<file path="config.mk">
export PLATFORM = sky130hd
export DESIGN_NAME = pll_drp_ctrl_flat
export DESIGN_NICKNAME = d
export VERILOG_FILES = /design/src/rtl/pll_drp_ctrl_if.sv /design/src/rtl/pll_drp_ctrl.sv /design/src/flat_wrapper.sv
export SDC_FILE = /design/constraint.sdc
export NUM_CORES = 1
export LEC_CHECK = 0
export CELL_PAD_IN_SITES_DETAIL_PLACEMENT = 2
export CELL_PAD_IN_SITES_GLOBAL_PLACEMENT = 2
export CORE_ASPECT_RATIO = 1.4
export CORE_UTILIZATION = 29
export CTS_CLUSTER_SIZE = 12
export DETAILED_ROUTE_END_ITERATION = 10
export PLACE_DENSITY_LB_ADDON = 0.1
export SYNTH_ARGS = -nofsm -noshare
export SYNTH_HDL_FRONTEND = slang
export SYNTH_SLANG_ARGS = --single-unit
</file>
<file path="constraint.sdc">
create_clock -name clk_in -period 3.9 [get_ports clk_in]
set_input_delay 0.78 -clock clk_in [delete_from_list [all_inputs] [get_ports clk_in]]
set_output_delay 0.78 -clock clk_in [all_outputs]
set_load 0.01 [all_outputs]
</file>
<file path="src/rtl/pll_drp_ctrl_if.sv">
// Configuration request and DRP port bundle for pll_drp_ctrl.
// master = controller side, slave = requester / DRP primitive side.
interface pll_drp_ctrl_if;
  logic        cfg_req;
  logic [6:0]  cfg_mult;
  logic [6:0]  cfg_div;
  logic        cfg_busy;
  logic        cfg_done;
  logic        cfg_err;
  logic [6:0]  daddr;
  logic        den;
  logic        dwe;
  logic [15:0] di;
  logic [15:0] drp_do;
  logic        drdy;

  modport master (
    input  cfg_req, cfg_mult, cfg_div, drp_do, drdy,
    output cfg_busy, cfg_done, cfg_err, daddr, den, dwe, di
  );

  modport slave (
    output cfg_req, cfg_mult, cfg_div, drp_do, drdy,
    input  cfg_busy, cfg_done, cfg_err, daddr, den, dwe, di
  );
endinterface

</file>
<file path="src/rtl/pll_drp_ctrl.sv">
// PLL DRP reconfiguration: read-modify-write of CLKOUT0/CLKFBOUT divider registers.
// Define PLL_DRP_TIMEOUT_EN to bound the drdy / pll_locked waits by TIMEOUT_CYCLES.
//  state     | meaning
//  IDLE      | waiting for cfg_req
//  RST_PLL   | PLL held in reset, register index cleared
//  RD        | DRP read strobe
//  RD_WAIT   | waiting for read drdy
//  WR        | DRP write strobe
//  WR_WAIT   | waiting for write drdy
//  LOCK_WAIT | PLL released, waiting for lock
module pll_drp_ctrl #(
  parameter int unsigned TIMEOUT_CYCLES = 4096
) (
  input  logic           clk_in,
  input  logic           rst,
  pll_drp_ctrl_if.master bus,
  output logic           pll_rst,
  input  logic           pll_locked
);

  typedef enum logic [2:0] {
    IDLE, RST_PLL, RD, RD_WAIT, WR, WR_WAIT, LOCK_WAIT
  } state_t;

  state_t      r_state, w_state_nxt;
  logic [1:0]  r_idx, w_idx_nxt;
  logic [6:0]  r_mult, r_div;
  logic [6:0]  r_daddr, w_daddr_nxt;
  logic [15:0] r_di;
  logic        r_done, r_err, r_lock_arm;
  logic        w_done_nxt, w_err_nxt, w_req_ok, w_timeout;
  logic [6:0]  w_d;
  logic        w_d_one;
  logic [5:0]  w_hi, w_lo;
  logic [15:0] w_keep, w_new;

  assign w_req_ok = (bus.cfg_mult >= 7'd2) && (bus.cfg_mult <= 7'd64) &&
                    (bus.cfg_div  >= 7'd1) && (bus.cfg_div  <= 7'd64);

  // D=1 is encoded as high=low=1 with no_count; the edge bit must stay clear
  always_comb begin
    w_d     = r_idx[1] ? r_mult : r_div;
    w_d_one = (w_d == 7'd1);
    w_hi    = w_d_one ? 6'd1 : w_d[6:1];
    w_lo    = w_d_one ? 6'd1 : 6'(w_d - {1'b0, w_d[6:1]});
    if (!r_idx[0]) begin
      w_keep = 16'hF000;
      w_new  = {4'h0, w_hi, w_lo};
    end else begin
      w_keep = 16'hFF3F;
      w_new  = {8'h00, w_d[0] & ~w_d_one, w_d_one, 6'h00};
    end
  end

  always_comb begin
    case (w_idx_nxt)
      2'd0:    w_daddr_nxt = 7'h08;
      2'd1:    w_daddr_nxt = 7'h09;
      2'd2:    w_daddr_nxt = 7'h14;
      default: w_daddr_nxt = 7'h15;
    endcase
  end

  always_comb begin
    w_state_nxt = r_state;
    w_idx_nxt   = r_idx;
    w_done_nxt  = 1'b0;
    w_err_nxt   = 1'b0;
    case (r_state)
      IDLE: begin
        if (bus.cfg_req) begin
          if (w_req_ok) w_state_nxt = RST_PLL;
          else          w_err_nxt   = 1'b1;
        end
      end
      RST_PLL: begin
        w_idx_nxt   = 2'd0;
        w_state_nxt = RD;
      end
      RD: w_state_nxt = RD_WAIT;
      RD_WAIT: begin
        if (bus.drdy) begin
          w_state_nxt = WR;
        end else if (w_timeout) begin
          w_state_nxt = IDLE;
          w_err_nxt   = 1'b1;
        end
      end
      WR: w_state_nxt = WR_WAIT;
      WR_WAIT: begin
        if (bus.drdy) begin
          if (r_idx == 2'd3) begin
            w_state_nxt = LOCK_WAIT;
          end else begin
            w_idx_nxt   = r_idx + 2'd1;
            w_state_nxt = RD;
          end
        end else if (w_timeout) begin
          w_state_nxt = IDLE;
          w_err_nxt   = 1'b1;
        end
      end
      LOCK_WAIT: begin
        if (r_lock_arm && pll_locked) begin
          w_state_nxt = IDLE;
          w_done_nxt  = 1'b1;
        end else if (w_timeout) begin
          w_state_nxt = IDLE;
          w_err_nxt   = 1'b1;
        end
      end
      default: w_state_nxt = IDLE;
    endcase
  end

  always_ff @(posedge clk_in) begin
    if (rst) begin
      r_state    <= IDLE;
      r_idx      <= 2'd0;
      r_mult     <= 7'd0;
      r_div      <= 7'd0;
      r_daddr    <= 7'd0;
      r_di       <= 16'h0000;
      r_done     <= 1'b0;
      r_err      <= 1'b0;
      r_lock_arm <= 1'b0;
    end else begin
      r_state    <= w_state_nxt;
      r_idx      <= w_idx_nxt;
      r_done     <= w_done_nxt;
      r_err      <= w_err_nxt;
      // lock status is ignored in the first LOCK_WAIT cycle
      r_lock_arm <= (r_state == LOCK_WAIT) && (w_state_nxt == LOCK_WAIT);
      if (r_state == IDLE && w_state_nxt == RST_PLL) begin
        r_mult <= bus.cfg_mult;
        r_div  <= bus.cfg_div;
      end
      if (w_state_nxt == RD) r_daddr <= w_daddr_nxt;
      if (r_state == RD_WAIT && bus.drdy) r_di <= (bus.drp_do & w_keep) | w_new;
    end
  end

`ifdef PLL_DRP_TIMEOUT_EN
  localparam int unsigned TMO_W = $clog2(TIMEOUT_CYCLES + 1);

  logic [TMO_W-1:0] r_tmo_cnt;
  logic             w_wait_entry;

  assign w_wait_entry = (w_state_nxt != r_state) &&
                        ((w_state_nxt == RD_WAIT) || (w_state_nxt == WR_WAIT) ||
                         (w_state_nxt == LOCK_WAIT));

  always_ff @(posedge clk_in) begin
    if (rst) begin
      r_tmo_cnt <= '0;
    end else if (w_wait_entry) begin
      r_tmo_cnt <= TMO_W'(TIMEOUT_CYCLES - 1);
    end else if (r_tmo_cnt != '0) begin
      r_tmo_cnt <= r_tmo_cnt - TMO_W'(1);
    end
  end

  assign w_timeout = (r_tmo_cnt == '0);
`else
  assign w_timeout = 1'b0;

  // TIMEOUT_CYCLES only sizes the wait counter, which is absent in this build
  if (TIMEOUT_CYCLES == 0) begin : g_tmo_unused
  end
`endif

  assign bus.cfg_busy = (r_state != IDLE);
  assign bus.cfg_done = r_done;
  assign bus.cfg_err  = r_err;
  assign bus.den      = (r_state == RD) || (r_state == WR);
  assign bus.dwe      = (r_state == WR);
  assign bus.daddr    = r_daddr;
  assign bus.di       = r_di;
  assign pll_rst      = (r_state == RST_PLL) || (r_state == RD) || (r_state == RD_WAIT) ||
                        (r_state == WR) || (r_state == WR_WAIT);

endmodule

</file>
<file path="src/flat_wrapper.sv">
// flat-port wrapper written by rule: the top's interface ports become plain ports
module pll_drp_ctrl_flat 
#(
  parameter int unsigned TIMEOUT_CYCLES = 4096
)
  (clk_in, rst, pll_rst, pll_locked, bus_cfg_req, bus_cfg_mult, bus_cfg_div, bus_drp_do, bus_drdy, bus_cfg_busy, bus_cfg_done, bus_cfg_err, bus_daddr, bus_den, bus_dwe, bus_di);
  pll_drp_ctrl_if bus_i ();
  input  logic clk_in;
  input  logic rst;
  output logic pll_rst;
  input  logic pll_locked;
  input wire logic [$bits(bus_i.cfg_req)-1:0] bus_cfg_req;
  input wire logic [$bits(bus_i.cfg_mult)-1:0] bus_cfg_mult;
  input wire logic [$bits(bus_i.cfg_div)-1:0] bus_cfg_div;
  input wire logic [$bits(bus_i.drp_do)-1:0] bus_drp_do;
  input wire logic [$bits(bus_i.drdy)-1:0] bus_drdy;
  output wire logic [$bits(bus_i.cfg_busy)-1:0] bus_cfg_busy;
  output wire logic [$bits(bus_i.cfg_done)-1:0] bus_cfg_done;
  output wire logic [$bits(bus_i.cfg_err)-1:0] bus_cfg_err;
  output wire logic [$bits(bus_i.daddr)-1:0] bus_daddr;
  output wire logic [$bits(bus_i.den)-1:0] bus_den;
  output wire logic [$bits(bus_i.dwe)-1:0] bus_dwe;
  output wire logic [$bits(bus_i.di)-1:0] bus_di;
  assign bus_i.cfg_req = bus_cfg_req;
  assign bus_i.cfg_mult = bus_cfg_mult;
  assign bus_i.cfg_div = bus_cfg_div;
  assign bus_i.drp_do = bus_drp_do;
  assign bus_i.drdy = bus_drdy;
  assign bus_cfg_busy = bus_i.cfg_busy;
  assign bus_cfg_done = bus_i.cfg_done;
  assign bus_cfg_err = bus_i.cfg_err;
  assign bus_daddr = bus_i.daddr;
  assign bus_den = bus_i.den;
  assign bus_dwe = bus_i.dwe;
  assign bus_di = bus_i.di;
  pll_drp_ctrl #(.TIMEOUT_CYCLES(TIMEOUT_CYCLES)) u_core (.clk_in(clk_in), .rst(rst), .bus(bus_i), .pll_rst(pll_rst), .pll_locked(pll_locked));
endmodule
</file>
# Yosys cells after proc, flatten, opt, wreduce, memory -nomap -nowiden

Index checks and enable logic that the tools add are counted.

Bits in registers: 45
Latch bits: 0
Memory bits (writable): 0
Memory bits (read-only): 0
Input port bits: 35
Output and inout port bits: 29
Memories kept: 0

Add/subtract/negate cells: 2
Multiply operators: 0
Div/mod/pow operators: 0
Order comparisons: 4
Equality and inequality tests: 13
Shifts and indexed selects: 0
Muxes and demuxes: 18
Bitwise logic cells: 7
Reductions and logical operators: 17

Operator list:

| kind               | count |
|---|---|
| $mux 12            | 2 |
| $pmux 3 s7         | 1 |
| $mux 3             | 6 |
| $and 16x16->16     | 1 |
| $or 16x12->16      | 1 |
| $pmux 5 s3         | 1 |
| $le 7x7->1 const B | 2 |
| $eq 3x3->1 const B | 4 |
| $mux 6             | 2 |
| $eq 3x2->1 const B | 3 |
| $eq 7x1->1 const B | 1 |
| $ge 7x1->1 const B | 1 |
| $ge 7x2->1 const B | 1 |
| $logic_and 1x1->1  | 7 |
| $mux 7             | 1 |
| $eq 3x1->1 const B | 2 |
| $sub 6x6->6        | 1 |
| $logic_or 1x1->1   | 5 |
| $eq 2x2->1 const B | 2 |
| $mux 2             | 2 |
| $not 1->1          | 4 |
| $pmux 2 s2         | 1 |
| $logic_not 3->1    | 1 |
| $reduce_bool 3->1  | 1 |
| 7 further kinds    | 8 |

# Longest topological paths before layout

Gate-level depths: netlist of run 1.

Depth in word-level cells: 9
Mapped depth: 11
Mapped depth without buffers: 10

# Least setup slack after synthesis of run 1

Ideal clock, no wire load.

Kind: flip-flop to flip-flop
Start: reg u_core.r_idx[1]
End: reg u_core.r_di[4], in the netlist u_core.bus.di[4]
Setup time: 86 ps
Arrival time: 2497 ps
Required time: 3814 ps
Setup slack: 1318 ps
Cell stages (with the launch flop): 12
Buffers on the path: 1
Clock period less this slack: 2582 ps
Cells stage by stage: dfxtp_1 -> buf_1 -> mux2_2 -> inv_1 -> ha_1 -> inv_1 -> fa_1 -> a21o_1 -> a21oi_1 -> xor2_1 -> nand3b_1 -> a211oi_1

Longest elaborated chain between the ends: 5

Ends and longest elaborated chain:

| item                                             | line                                   | text |
|---|---|---|
| start: declaration                               | pll_drp_ctrl.sv:26                     | `logic [1:0] r_idx, w_idx_nxt;` |
| start signal: assignment                         | pll_drp_ctrl.sv:129                    | `r_idx <= w_idx_nxt;` |
| $mux 7 (*)                                       | pll_drp_ctrl.sv:42                     | `w_d = r_idx[1] ? r_mult : r_div;` |
| $sub 6x6->6 / $eq 7x1->1 (equally long branches) | pll_drp_ctrl.sv:45, pll_drp_ctrl.sv:43 |  |
| $mux 6 (*)                                       | pll_drp_ctrl.sv:45                     | `w_lo = w_d_one ? 6'd1 : 6'(w_d - {1'b0, w_d[6:1]});` |
| $mux 12 (*)                                      | pll_drp_ctrl.sv:46                     | `if (!r_idx[0]) begin` |
| $or 16x12->16 (*)                                | pll_drp_ctrl.sv:139                    | `if (r_state == RD_WAIT && bus.drdy) r_di <= (bus.drp_do & w_keep) \| w_new;` |
| end signal: assignment                           | pll_drp_ctrl.sv:139                    |  |
| end: declaration                                 | pll_drp_ctrl.sv:29                     | `logic [15:0] r_di;` |

Mark *: on every way between the ends. The rest lies on a longest branch, timed or not.
A chain may end at the register's enable or synchronous reset.

# Worst setup path in the final report of run 1

Start: reg u_core.r_idx[1]
End: reg u_core.r_di[5], in the netlist u_core.bus.di[5]

The elaborated chain is that of the path after synthesis.

==> run_results.csv, run 1 <==
group,metric,value,unit
run_status,status,"complete, no violations",
pwr,power_switching,236,uW
cts,cts_buffers,5,
cts,worstSkewPairLatency,0.29,ns
synth,ys.warnings.count,0,
hold_path,hold_path.class,"reg2reg",
flow_run,maxCapViolations,0,
global_routing,grt_pass1_wl,9290,um
timing,fin_crit_sh,74.4,%
finish,antenna_cells,0,
die,core_region_area,6980,um^2
finish,area_delta_synth_final,33.0,%
die,fp.dieH,103,um
synth,postSynthCellCount,244,
critical_path,critPathMaxFanout,12,
synth,synthXorXnorAreaFrac,2.92,%
synth,synth-seq-area-share,39.0,%
critical_path,worst_setup_path_end_kind,"flop",
synth,ys_types,44,
synth,synth_top_family_by_area,"simple AND/OR/NAND/NOR gates",
cts,ctsHtreeMaxLevel,2,
detailed_routing,routed_wl,5670,um
pwr,pwr-share-clk,31.9,%
finish,final_cells,388,
placed_design,dp.cells,380,
synth,synthTopCellsByArea,"dfxtp_1 (39%), mux2i_1 (10%), nor2_1 (6.3%)",
hold_path,whs_endpoint,"u_core.bus.di[11]",
placed_design,io_buffers,58,
finish,num-nets-final,336,
finish,drive_gt1_share,6.48,%
timing,hold_ws,0.462,ns
cts,post_cts.repair.setup_buffers,0,
synth,yosys.area.top_type_share,39.0,%
pwr,p_int,631,uW
cts,cts_buffer_depth,2,
synth,synth-simple-area-share,18.3,%
synth,synth-seq-cells,41,
timing,fin_setup_tns,0,ns
cts,cts.sinks,41,
timing,setup_viol,0,
cts,cts_hold_buf,0,
critical_path,worstSetupStartpointType,"flop",
timing,min_period,2.90,ns
pwr,seqPwrFrac,51.0,%
global_routing,antenna_found_initial,0,
critical_path,r2r-start,"u_core.r_idx[1]",
critical_path,reg2reg_depth,9,
synth,synth-compound-area-share,13.9,%
critical_path,cp.required,4.08,ns
timing,final_hold_viol_count,0,
synth,synthAdderAreaFrac,5.71,%
placed_design,place_ws,0.819,ns
critical_path,arrival,3.08,ns
global_routing,gr-usage-all-layers,15.9,%
global_routing,grt_overflow,0,
detailed_routing,viasPerCell,4.82,
hold_path,hold_depth,2,
timing,clock.fmax,345,MHz
timing,slew_headroom,42.9,%
placed_design,post-dp-hpwl,4370,um
finish,finish.utilization,40.0,%
cts,clk_pin_slew,0.08,ns
placed_design,gp_congestion,0.709,
pwr,combPwrFrac,17.1,%
synth,synthMuxAreaShare,12.1,%
die,io-pin-count,64,
timing,fin_worst_skew,0.00555,ns
die,rows,36,
die,initial_core_util,30.1,%
die,die_area,7600,um^2
synth,synth.largest_area_cell,"dfxtp_1",
pwr,p_leak,0.000988,uW
critical_path,criticalPathCategory,"reg2reg",
synth,avgSynthCellArea,8.61,um^2
global_routing,grt_pass1_vias,1995,
pwr,powerDensity,310,nW/um^2
timing,rsz0062_at_grt,"false",
timing,worst_slew_pin_slew,0.854,ns
cts,postCtsResizedCells,0,
hold_path,hp-start,"u_core.bus.di[11]",
synth,syn-cell-area,2100,um^2
detailed_routing,first_pass_iters,3,
timing,slew_violations,0,
detailed_routing,final_antenna_net_count,0,
critical_path,reg2reg_to,"u_core.bus.di[5]",
detailed_routing,avgRoutedWirePerCell,14.6,um
cts,cts_tree,"built",
detailed_routing,drcViolationCount,0,
detailed_routing,drt_iter0_drc,62,
detailed_routing,route.vias.total,1869,
global_routing,grt_max_degree,24,
critical_path,ff2ff_setup_slack,1.0,ns
die,fp.dieW,74.0,um
pwr,ir_drop,0.155,mV
pwr,swShare,27.2,%
cts,ctsRootBufferMaster,"clkbuf_8",
timing,fin_ws,0.999,ns
==> cells in the mapped netlist <==
cell type,n
nor4_1,2
a21oi_1,15
mux2i_1,21
buf_4,4
or4_1,2
o21ai_0,4
buf_1,1
a311oi_1,2
clkbuf_1,14
a21o_1,2
o2111ai_1,2
and3b_1,1
nor3_2,2
buf_2,1
conb_1,1
buf_12,1
or3_1,1
inv_2,1
o22ai_1,1
a31oi_1,1
o31ai_1,1
nor3_1,7
o21ai_1,1
nand2b_1,1
buf_6,1
mux2_2,4
a32oi_1,1
or2_2,1
xor2_1,2
nand2_1,24
fa_1,1
inv_1,10
o211ai_1,1
a221oi_1,6
o221ai_1,1
a211oi_1,5
nand4_1,1
nor2b_1,5
nor2_1,35
ha_1,8
xnor2_1,5
nand3b_1,2
dfxtp_1,41
a22oi_1,1
==> stage by stage <==
| step | power [uW] | area, um^2 |
|---|---|---|
| after global routing | 913 | 2800 |
| after detailed placement | 603 | 2710 |
| after floorplan | 536 | 2110 |
| after CTS | 885 | 2800 |
| final | 867 | 2800 |
| after global placement | 600 | 2710 |
==> placed cells by master (no fill, tap or decap), types with 4 or more instances in the layout <==
master / count
clkbuf_8: 5
nor3_1: 7
mux2_2: 4
a211oi_1: 5
nor2_1: 35
nand2_1: 24
inv_1: 10
nor2b_1: 5
dfxtp_1: 41
ha_1: 8
xnor2_1: 5
mux2i_1: 21
clkdlybuf4s50_1: 58
a21oi_1: 15
a221oi_1: 6
o21ai_0: 4
==> power by group through the flow <==
stage | Combinational (uW) | Sequential [uW] | Clock [uW]
5_1_grt | 164 | 445 | 304
4_1_cts | 151 | 443 | 291
6_report | 148 | 442 | 277
2_1_floorplan | 91.4 | 445 | 0
3_3_place_gp | 148 | 452 | 0
3_5_place_dp | 150 | 453 | 0
==> worst max-delay path by stage <==
stage / to / depth (start not counted) / start / slack [ns]
after floorplan: u_core.bus.di[4] / 11 / u_core.r_idx[1] / 1.32
after detailed placement: u_core.r_div[1] / 8 / bus_cfg_mult[2] / 0.82
after CTS: u_core.bus.di[5] / 9 / u_core.r_idx[1] / 0.94
after global placement: u_core.r_div[1] / 8 / bus_cfg_div[0] / 0.84
after global routing: u_core.bus.di[5] / 9 / u_core.r_idx[1] / 0.78
final: u_core.bus.di[5] / 9 / u_core.r_idx[1] / 1.0
==> state kept, by name, indices dropped and copies added, names as in the netlist <==
signal and count:
u_core.bus.cfg_done 1, u_core.bus.cfg_err 1, u_core.bus.daddr 3, u_core.bus.di 16
u_core.r_div 7, u_core.r_idx 2, u_core.r_lock_arm 1, u_core.r_mult 7
u_core.r_state 3
==> critical path: stages (launching register included) <==
cell      delay, ns
dfxtp_1        0.65
mux2i_1        0.51
inv_1          0.14
ha_1           0.27
or2_2          0.30
o221ai_1       0.28
a21oi_1        0.13
xnor2_1        0.15
a221oi_1       0.28
nor3_1         0.07
==> routing by layer <==
metal  share of wire, %  vias to the layer above  GRT usage, %
met4                1.2                        0          4.44
met2                 52                       42          29.0
met1                 43                      895          18.6
met5                  0                        -             0
li1                   -                      927             -
met3                3.8                        5          3.23
==> kinds of logic after synthesis <==
kind of cell / count (synthesis)
AOI/OAI and AO/OA: 44
xor gates and xnor gates: 7
adders and majority gates: 9
buffers and inverters: 33
DFF: 41
muxes: 25
other: 1
and+or+nand+nor: 84
==> area by class of cell <==
class | count | area (um^2)
timing repair buffer | 61 | 603
clock buffer | 5 | 68.8
inverter | 11 | 41.3
multi-input combinational | 172 | 1120
fill | 806 | 4190
sequential | 41 | 821
clock inverter | 3 | 17.5
tap | 95 | 119
Note: power is estimated with default switching activity, not from simulation.
==> run 2, diff against run 1 <==
CORE_UTILIZATION = 27   (was 29)
clock period = 2.9 ns   (was 3.9 ns; I/O delays follow)
==> run 2 against run 1 <==
Against the previous run: design area grew 2.3%; combinational power up 42%; die area grew 7.2%; sequential power up 34%; total power up 41%; critical path type unchanged; clock-buffer cell count rose by 2; non-clock buffer count increased by 4; routed wire length rose by 2.2%; global-route usage shrank 0.67 points; critical path depth increased by 1; critical endpoint is now u_core.bus.di[4]; sequential cell count unchanged; register-to-register slack worse by 0.76 ns.
==> run_results.csv, run 2 (synthesis gave the netlist of run 1 again) <==
group,metric,value,unit
run_status,status,"complete, no violations",
finish,drive_gt1_share,8.08,%
detailed_routing,drt_iter0_drc,57,
detailed_routing,avgRoutedWirePerCell,14.7,um
cts,clk_pin_slew,0.08,ns
global_routing,grt_max_degree,22,
critical_path,criticalPathCategory,"reg2reg",
hold_path,hold_path.class,"reg2reg",
detailed_routing,drcViolationCount,0,
critical_path,cp.required,3.11,ns
global_routing,gr-usage-all-layers,15.2,%
cts,cts_buffers,5,
cts,cts.sinks,41,
pwr,powerDensity,426,nW/um^2
die,rows,37,
detailed_routing,route.vias.total,1881,
pwr,ir_drop,0.213,mV
timing,min_period,2.66,ns
pwr,p_leak,0.00102,uW
detailed_routing,wl_met3,194,um
global_routing,grt_pass1_vias,1985,
critical_path,cpMostUsedCell,"inv_1",
global_routing,grt_pass1_wl,9810,um
critical_path,crit_path_top_delay_cell,"dfxtp_1",
flow_run,maxCapViolations,0,
global_routing,grt_overflow,0,
timing,final_hold_viol_count,0,
finish,num-nets-final,340,
timing,fin_worst_skew,0.00415,ns
die,core_region_area,7450,um^2
finish,layout_commonest_cell,"clkdlybuf4s50_1",
timing,clock.fmax,376,MHz
timing,slew_headroom,64.1,%
critical_path,worst_setup_path_end_kind,"flop",
critical_path,critPathMaxFanout,5,
detailed_routing,dr_wl_met2,2860,um
cts,cts_hold_buf,0,
detailed_routing,final_antenna_net_count,0,
critical_path,reg2reg_depth,10,
cts,post_cts.repair.setup_buffers,0,
timing,fin_crit_sh,91.7,%
die,fp.dieH,106,um
die,fp.dieW,76.6,um
detailed_routing,first_pass_iters,4,
finish,mostFrequentLayoutCells,"clkdlybuf4s50_1 (58), dfxtp_1 (41), nor2_1 (35)",
die,die_area,8150,um^2
cts,worstSkewPairLatency,0.29,ns
die,io-pin-count,64,
detailed_routing,routed_wl,5800,um
placed_design,dp.cells,386,
critical_path,ff2ff_setup_slack,0.24,ns
critical_path,r2r-start,"u_core.r_idx[1]",
placed_design,gp_congestion,0.737,
critical_path,worstSetupStartpointType,"flop",
detailed_routing,top_layer,"met4",
die,initial_core_util,28.2,%
global_routing,antenna_found_initial,0,
finish,antenna_cells,0,
finish,final_cells,394,
timing,worst_slew_pin_slew,0.538,ns
critical_path,crit_path_start,"u_core.r_idx[1]",
detailed_routing,viasPerCell,4.77,
placed_design,post-dp-hpwl,4450,um
critical_path,arrival,2.87,ns
detailed_routing,wl_met1,2660,um
cts,ctsHtreeMaxLevel,2,
finish,largest_register_ff_count,16,
cts,cts_tree,"built",
placed_design,io_buffers,58,
finish,area_delta_synth_final,36.0,%
timing,slew_violations,0,
cts,ctsRootBufferMaster,"clkbuf_8",
timing,rsz0062_at_grt,"false",
critical_path,reg2reg_to,"u_core.bus.di[4]",
critical_path,worstSetupEndpoint,"u_core.bus.di[4]",
cts,cts_buffer_depth,2,
timing,setup_viol,0,
critical_path,path_cells,"mux2_2, inv_1, ha_1, inv_1, fa_1, a21o_1, a21oi_1, xor2_1, nand3b_1, a211oi_1",
critical_path,slowest_delay,0.50,ns
pwr,fin_total_pwr,1220,uW
timing,fin_setup_tns,0,ns
-- run 2: how the worst min path moves through the flow --
stage / startpoint / endpoint / depth (start not counted)
3_3_place_gp: u_core.bus.di[14] / u_core.bus.di[14] / 2
4_1_cts: u_core.bus.di[11] / u_core.bus.di[11] / 2
6_report: u_core.bus.di[13] / u_core.bus.di[13] / 2
5_1_grt: u_core.bus.di[13] / u_core.bus.di[13] / 2
3_5_place_dp: u_core.bus.di[11] / u_core.bus.di[11] / 2
2_1_floorplan: u_core.r_lock_arm / u_core.bus.cfg_done / 2
-- run 2: report_power, final --
group	total [uW]	switching (uW)	internal (uW)
Combinational	210	99.7	110
Clock	417	201	215
Sequential	592	15.3	577
-- run 2: critical path, delay by kind of cell, from the launching register on --
kind	cells	cell delay (ns)
xor gates and xnor gates	1	0.20
DFF	1	0.50
and+or+nand+nor	1	0.12
adders and majority gates	2	0.64
muxes	1	0.41
buffers and inverters	2	0.15
AOI/OAI and AO/OA	3	0.56
-- run 2: metal layers --
layer,vias up,GRT usage [%]
met5,-,0
met4,0,4.53
met3,7,3.26
met2,43,26.9
met1,896,18.4
li1,935,-
-- run 2: area by class of cell --
| class | instances | area (um^2) |
|---|---|---|
| Fill cell | 840 | 4590 |
| Multi-Input combinational cell | 172 | 1130 |
| Sequential cell | 41 | 821 |
| Timing Repair Buffer | 65 | 646 |
| Tap cell | 97 | 121 |
| Clock buffer | 7 | 96.3 |
| Inverter | 11 | 41.3 |
| Clock inverter | 1 | 5.00 |
-- run 2: what timing repair did --
item | CTS | global route
endpoints found under the hold margin | 0 | 0
gates resized for setup | 0 | 1
setup endpoints to repair | 0 | 1
-- run 2: stage by stage --
step | util, % | cell area (um^2) | hold slack, ns | setup WS [ns]
after global routing | 38.4 | 2860 | 0.494 | 0.127
after floorplan | - | 2110 | 0.435 | 0.318
after CTS | 38.3 | 2860 | 0.464 | 0.0960
after global placement | 36.9 | 2750 | 0.442 | 0.161
after detailed placement | 36.9 | 2750 | 0.453 | 0.147
final | 38.4 | 2860 | 0.459 | 0.242
